## src/rtl/vsync_frame_gate_if.sv

```systemverilog
// Signal bundle between the CCD mode switches / VGA timing and the per-stage enables.
// The master drives vsync, requests and the frame limit; the slave (the gate) returns the enables.
interface vsync_frame_gate_if #(
    parameter int NUM_CH = 4,
    parameter int FCNT_W = 8
);
    logic              i_vsync;
    logic [NUM_CH-1:0] i_req;
    logic [FCNT_W-1:0] i_frame_limit;
    logic [NUM_CH-1:0] o_active;
    logic [NUM_CH-1:0] o_done;
    logic              o_frame_start;
    logic [FCNT_W-1:0] o_frame_cnt;

    modport master (
        output i_vsync, i_req, i_frame_limit,
        input  o_active, o_done, o_frame_start, o_frame_cnt
    );

    modport slave (
        input  i_vsync, i_req, i_frame_limit,
        output o_active, o_done, o_frame_start, o_frame_cnt
    );
endinterface

```

## src/rtl/vsync_frame_gate.sv

```systemverilog
// Frame-aligned per-channel enable controller: request levels become active windows
// that open and close only on vsync rising edges, with optional per-run frame limits.
module vsync_frame_gate #(
    parameter int NUM_CH = 4,
    parameter int FCNT_W = 8
) (
    input  logic              i_clk,
    input  logic              i_rst,
    vsync_frame_gate_if.slave bus
);

    typedef enum logic [2:0] {
        IDLE  = 3'd0,
        ARM   = 3'd1,
        RUN   = 3'd2,
        DRAIN = 3'd3,
        HOLD  = 3'd4
    } state_t;

    state_t            state_q    [NUM_CH];
    logic [FCNT_W-1:0] run_cnt_q  [NUM_CH];
    logic [FCNT_W-1:0] lim_q      [NUM_CH];

    logic              vs_d;
    logic              rise;
    logic [NUM_CH-1:0] active_p1;
    logic [NUM_CH-1:0] done_p1;
    logic              frame_start_p1;
    logic [FCNT_W-1:0] frame_cnt_p1;

    function automatic logic [FCNT_W-1:0] sat_inc(input logic [FCNT_W-1:0] v);
        return (&v) ? v : v + 1'b1;
    endfunction

    // vs_d resets high so a vsync already asserted at reset release is not an edge
    assign rise = bus.i_vsync & ~vs_d;

    // Stage p1: edge-qualified FSM updates; every output is registered here
    always_ff @(posedge i_clk) begin
        if (i_rst) begin
            vs_d           <= 1'b1;
            frame_start_p1 <= 1'b0;
            frame_cnt_p1   <= '0;
            active_p1      <= '0;
            done_p1        <= '0;
            for (int ch = 0; ch < NUM_CH; ch++) begin
                state_q[ch]   <= IDLE;
                run_cnt_q[ch] <= '0;
                lim_q[ch]     <= '0;
            end
        end else begin
            vs_d           <= bus.i_vsync;
            frame_start_p1 <= rise;
            if (rise) frame_cnt_p1 <= frame_cnt_p1 + 1'b1;

            for (int ch = 0; ch < NUM_CH; ch++) begin
                done_p1[ch] <= 1'b0;
                case (state_q[ch])
                    IDLE, ARM: begin
                        active_p1[ch] <= 1'b0;
                        if (!bus.i_req[ch]) begin
                            state_q[ch] <= IDLE;
                        end else if (rise) begin
                            state_q[ch]   <= RUN;
                            active_p1[ch] <= 1'b1;
                            run_cnt_q[ch] <= FCNT_W'(1);
                            lim_q[ch]     <= bus.i_frame_limit;
                        end else begin
                            state_q[ch] <= ARM;
                        end
                    end
                    RUN: begin
                        active_p1[ch] <= 1'b1;
                        if (rise && !bus.i_req[ch]) begin
                            state_q[ch]   <= IDLE;
                            active_p1[ch] <= 1'b0;
                            done_p1[ch]   <= 1'b1;
                        end else if (rise && lim_q[ch] != '0 && run_cnt_q[ch] == lim_q[ch]) begin
                            // Checked on the rise that would begin frame lim+1
                            state_q[ch]   <= HOLD;
                            active_p1[ch] <= 1'b0;
                            done_p1[ch]   <= 1'b1;
                        end else if (rise) begin
                            run_cnt_q[ch] <= sat_inc(run_cnt_q[ch]);
                        end else if (!bus.i_req[ch]) begin
                            state_q[ch] <= DRAIN;
                        end
                    end
                    DRAIN: begin
                        active_p1[ch] <= 1'b1;
                        if (rise) begin
                            state_q[ch]   <= IDLE;
                            active_p1[ch] <= 1'b0;
                            done_p1[ch]   <= 1'b1;
                        end else if (bus.i_req[ch]) begin
                            state_q[ch] <= RUN;
                        end
                    end
                    HOLD: begin
                        active_p1[ch] <= 1'b0;
                        if (!bus.i_req[ch]) state_q[ch] <= IDLE;
                    end
                    default: begin
                        state_q[ch]   <= IDLE;
                        active_p1[ch] <= 1'b0;
                    end
                endcase
            end
        end
    end

    assign bus.o_active      = active_p1;
    assign bus.o_done        = done_p1;
    assign bus.o_frame_start = frame_start_p1;
    assign bus.o_frame_cnt   = frame_cnt_p1;

endmodule

```

## src/flat_wrapper.sv

```systemverilog
// flat-port wrapper written by rule: the top's interface ports become plain ports
module vsync_frame_gate_flat 
#(
    parameter int NUM_CH = 4,
    parameter int FCNT_W = 8
)
  (i_clk, i_rst, bus_i_vsync, bus_i_req, bus_i_frame_limit, bus_o_active, bus_o_done, bus_o_frame_start, bus_o_frame_cnt);
  vsync_frame_gate_if #(.NUM_CH(NUM_CH), .FCNT_W(FCNT_W)) bus_i ();
  input  logic i_clk;
  input  logic i_rst;
  input wire logic [$bits(bus_i.i_vsync)-1:0] bus_i_vsync;
  input wire logic [$bits(bus_i.i_req)-1:0] bus_i_req;
  input wire logic [$bits(bus_i.i_frame_limit)-1:0] bus_i_frame_limit;
  output wire logic [$bits(bus_i.o_active)-1:0] bus_o_active;
  output wire logic [$bits(bus_i.o_done)-1:0] bus_o_done;
  output wire logic [$bits(bus_i.o_frame_start)-1:0] bus_o_frame_start;
  output wire logic [$bits(bus_i.o_frame_cnt)-1:0] bus_o_frame_cnt;
  assign bus_i.i_vsync = bus_i_vsync;
  assign bus_i.i_req = bus_i_req;
  assign bus_i.i_frame_limit = bus_i_frame_limit;
  assign bus_o_active = bus_i.o_active;
  assign bus_o_done = bus_i.o_done;
  assign bus_o_frame_start = bus_i.o_frame_start;
  assign bus_o_frame_cnt = bus_i.o_frame_cnt;
  vsync_frame_gate #(.NUM_CH(NUM_CH), .FCNT_W(FCNT_W)) u_core (.i_clk(i_clk), .i_rst(i_rst), .bus(bus_i));
endmodule
```

## config.mk

```make
export PLATFORM = sky130hd
export DESIGN_NAME = vsync_frame_gate_flat
export DESIGN_NICKNAME = d
export VERILOG_FILES = /design/src/rtl/vsync_frame_gate_if.sv /design/src/rtl/vsync_frame_gate.sv /design/src/flat_wrapper.sv
export SDC_FILE = /design/constraint.sdc
export NUM_CORES = 1
export LEC_CHECK = 0
export ABC_AREA = 0
export CAP_MARGIN = 15
export CORE_ASPECT_RATIO = 1.75
export CORE_MARGIN = 2
export CORE_UTILIZATION = 55
export DETAILED_ROUTE_END_ITERATION = 6
export PLACE_DENSITY = 0.73
export SYNTH_ARGS = -nofsm -noshare
export SYNTH_HDL_FRONTEND = slang
export SYNTH_SLANG_ARGS = --single-unit
```

## constraint.sdc

```tcl
create_clock -name i_clk -period 5.8 [get_ports i_clk]
set_input_delay 0.87 -clock i_clk [delete_from_list [all_inputs] [get_ports i_clk]]
set_output_delay 0.87 -clock i_clk [all_outputs]
set_load 0.03 [all_outputs]
```

==> metrics.md <==
| Metric | Value |
|---|---|
| Final Hold Fails | 0 |
| Reg2Reg Setup Slack | 2.97 ns |
| DIE AREA | 9880 µm² |
| Synth-to-layout area growth | 13.5% |
| Distinct cells, synth | 61 |
| CTS root buffer | clkbuf_16 |
| I/O Pins | 32 |
| Largest net degree at the start of global routing | 34 |
| Post-synth top cells | 76 x edfxtp_1, 50 x nor2_1, 50 x xor2_1 |
| Combinational power share | 8.0% |
| Total grt overflow | 0 |
| Adder-cell share of the synthesized area | 1.25% |
| DP Area | 5370 µm² |
| Max-cap viol count | 0 |
| Vias in the first global route | 3485 |
| Ys Warns | 0 |
| RSZ-0062 raised after global routing | no |
| R2R Path End | u_core.run_cnt_q[3][2] |
| Post-CTS sizing | 0 |
| Run status | finished, final reports clean |
| Worst r2r src | u_core.vs_d |
| Initial Util | 55.9% |
| Post-synthesis sequential area ratio | 53.0% |
| Post-Syn Area | 4990 µm² |
| Min-Delay Path Class | flip-flop to flip-flop |
| CP cell instances | clkdlybuf4s50_1 > nand2b_2 > o31ai_2 > mux2i_1 > a21oi_1 |
| Pint | 0.00114 W |
| Post-synth ARST share | 0% |
| Initial antenna violation count | 0 |
| Yosys top cell by area | edfxtp_1 |
| CP delay by family, top | compound AO/OA/AOI/OAI gates |
| Postcts setup bufs | 0 |
| Post-synth EDFFs | 76 |
| DR iter-0 viols | 222 |
| Storage element area | 2640 µm² |
| XOR/XNOR Fraction of Synth Area | 11.6% |
| Worst r2r path cells | 4 |
| Cells after Synth | 448 |
| Drt total wl | 10.3 mm |
| TritonCTS clock tree | yes |
| Total Power | 0.00149 W |
| Cell count along the critical path | 5 |
| Clock buffer depth | 2 |
| Hold buffer count at CTS | 0 |
| Clock Power Share | 38.9% |
| First-pass GRT wire length | 16.8 mm |
| Setup-failing EPs final | 0 |
| Post-synthesis mux area share | 0.727% |
| Critical path destination | u_core.run_cnt_q[3][2] |
| Syn_area_per_cell | 11.1 µm² |
| Slew Limit Fails | 0 |
| Core Util, Final | 63.5% |
| Yosys top cell area share | 45.7% |
| Antenna diodes | 0 |
| Fin area | 5660 µm² |
| Core area | 8920 µm² |
| Number of CTS-inserted buffers | 9 |
| Crit path DAT | 3.43 ns |
| Via Count | 3428 |
| Crit-path max FO | 33 |
| Worst vdd ir | 0.169 mV |
| Sequential Power Share | 53.1% |
| Crit end category | flip-flop |
| Worst path bufs/invs | 1 |
| Final Wtd Congestion | 0.950 |
| Setup tns final | 0 ns |
| Synth Flop Type | edfxtp_1 |
| Critical Path RT | 5.77 ns |
| Mapped Nets | 468 |
| Fin crit period | 3.46 ns |
| Port-buffer cells | 31 |
| Largest family of logic cells by synthesized area | simple AND/OR/NAND/NOR gates |
| Power per cell area | 264 nW/µm² |
| CTS H-tree depth | 3 |
| WS Path Type | input pin to flip-flop |
| Clk sinks | 94 |
| Die Span Y | 130 µm |
| Critical path origin | bus_i_vsync |
| Switch share | 23.6% |
| Static Leak | 2.04 nW |
| Detail Route Antenna Nets | 0 |
| Row count | 46 |
| Die X | 76 µm |
| Synth Register Bits | 94 |
| Synth area leaders | edfxtp_1 46%, xor2_1 8.8%, dfxtp_1 7.2% |
| Net count, final | 497 |
| Switching pwr | 0.000352 W |
| Critical Path Start Type | input pin |
| Slowest stage cell, crit path | o31ai_2 |
| DR pass1 iterations | 4 |
| F_max | 289 MHz |
| Post-synthesis simple-gate area fraction | 24.2% |
| DRC violations left | 0 |
| Clk slew on worst S/H paths | 0.07 ns |
| Final period util | 59.6% |
| Compound-cell area share of the yosys netlist | 6.77% |
| Share of layout cells above drive strength 1 | 10.4% |
| Filler cells | 707 |
| Final Skew | 0.0113 ns |
| Post-DR wirelength/cell | 17.2 µm |
| DPL Wire Length | 7.56 mm |
| Slowest Stage Delay on Critical Path | 0.79 ns |
| Worst Max-Slew Pin Slew | 0.872 ns |
| Most common cell in the netlist | edfxtp_1 |
| Slew HR | 41.9% |
| Total GRT Usage | 21.8% |
| Vias per cell | 5.69 |
| Multi-input gate area | 2220 µm² |
| Clock latency at the later pin of the worst-skew pair | 0.34 ns |
[cell families after synthesis]
| family | count (synthesis) |
|---|---|
| simple gates | 207 |
| flops | 94 |
| xor+xnor | 66 |
| compound gates | 51 |
| buf+inv | 22 |
| fa+ha+maj | 5 |
| mux | 3 |
[worst min-delay path by stage]
stage	start	endpoint	slack [ns]	cells past startpoint
detailed placement	u_core.bus.o_frame_cnt[7]	u_core.bus.o_frame_cnt[7]	0.49	2
global route	u_core.bus.o_frame_cnt[1]	u_core.bus.o_frame_cnt[1]	0.56	2
CTS	u_core.bus.o_frame_cnt[7]	u_core.bus.o_frame_cnt[7]	0.50	2
finish	u_core.bus.o_frame_cnt[7]	u_core.bus.o_frame_cnt[7]	0.50	2
global placement	u_core.bus.o_frame_cnt[7]	u_core.bus.o_frame_cnt[7]	0.48	2
floorplan	u_core.vs_d	u_core.bus.o_frame_start	0.55	2
[through the flow]
| step | hold slack (ns) | std cells | setup slack [ns] |
|---|---|---|---|
| 2_1_floorplan | 0.554 | 448 | 3.05 |
| 3_3_place_gp | 0.476 | 585 | 2.11 |
| 3_5_place_dp | 0.488 | 585 | 1.95 |
| 4_1_cts | 0.502 | 601 | 2.30 |
| 5_1_grt | 0.562 | 602 | 2.19 |
| 6_report | 0.496 | 602 | 2.34 |
[cells in the final DEF (no fill, tap or decap), types with 3 or more instances in the layout]
cell type,instances
a211oi_1,5
a21oi_1,8
a22oi_1,3
a31oi_1,4
and2_1,32
and3_1,13
buf_4,3
clkbuf_16,9
clkdlybuf4s50_1,31
dfxtp_1,18
edfxtp_1,76
ha_1,5
inv_1,5
nand2_1,23
nand2b_1,3
nand3_1,18
nand3_2,3
nand4_1,5
nor2_1,50
nor2b_1,4
nor3_1,8
nor3_2,5
nor4_1,10
nor4_2,7
o21ai_0,9
o21ai_1,3
o21bai_1,5
o22ai_1,3
o31ai_1,3
or3_1,5
xnor2_1,16
xor2_1,50
[power groups by stage]
| stage | clock network, W | registers (W) | logic, W |
|---|---|---|---|
| 2_1_floorplan | 0 | 0.000799 | 0.0000842 |
| 3_3_place_gp | 0 | 0.000806 | 0.000116 |
| 3_5_place_dp | 0 | 0.000808 | 0.000118 |
| 4_1_cts | 0.000593 | 0.000793 | 0.000119 |
| 5_1_grt | 0.000620 | 0.000797 | 0.000132 |
| 6_report | 0.000582 | 0.000793 | 0.000120 |
[area by class of cell]
| class | count | share of cell area, % |
|---|---|---|
| clock buffers | 10 | 4.04 |
| clock inverters | 6 | 1.10 |
| inverters | 5 | 0.331 |
| multi-input cells | 332 | 39.2 |
| flip-flops and latches | 94 | 46.7 |
| well taps | 120 | 2.65 |
| repair buffers | 35 | 5.97 |
[metal layers]
metal	vias up	routed length, µm	GRT usage, %
met5	-	0	0
met4	0	225	9.63
met3	20	330	3.80
met2	65	5680	41.0
met1	1673	4100	24.2
li1	1670	-	-
[flip-flops by register name (all words and copies together), names as in the netlist]
name                      cells
u_core.vs_d                   1
u_core.state_q               12
u_core.bus.o_active           4
u_core.bus.o_done             4
u_core.lim_q                 32
u_core.bus.o_frame_start      1
u_core.run_cnt_q             32
u_core.bus.o_frame_cnt        8
[worst reg2reg max path, cell delays in order, from the launching register on]
cell and delay [ns]:
dfxtp_1 0.30, nand2b_2 0.51, o31ai_2 0.80, mux2i_1 0.15, a21oi_1 0.71
Power figures use the tool's default switching activity.
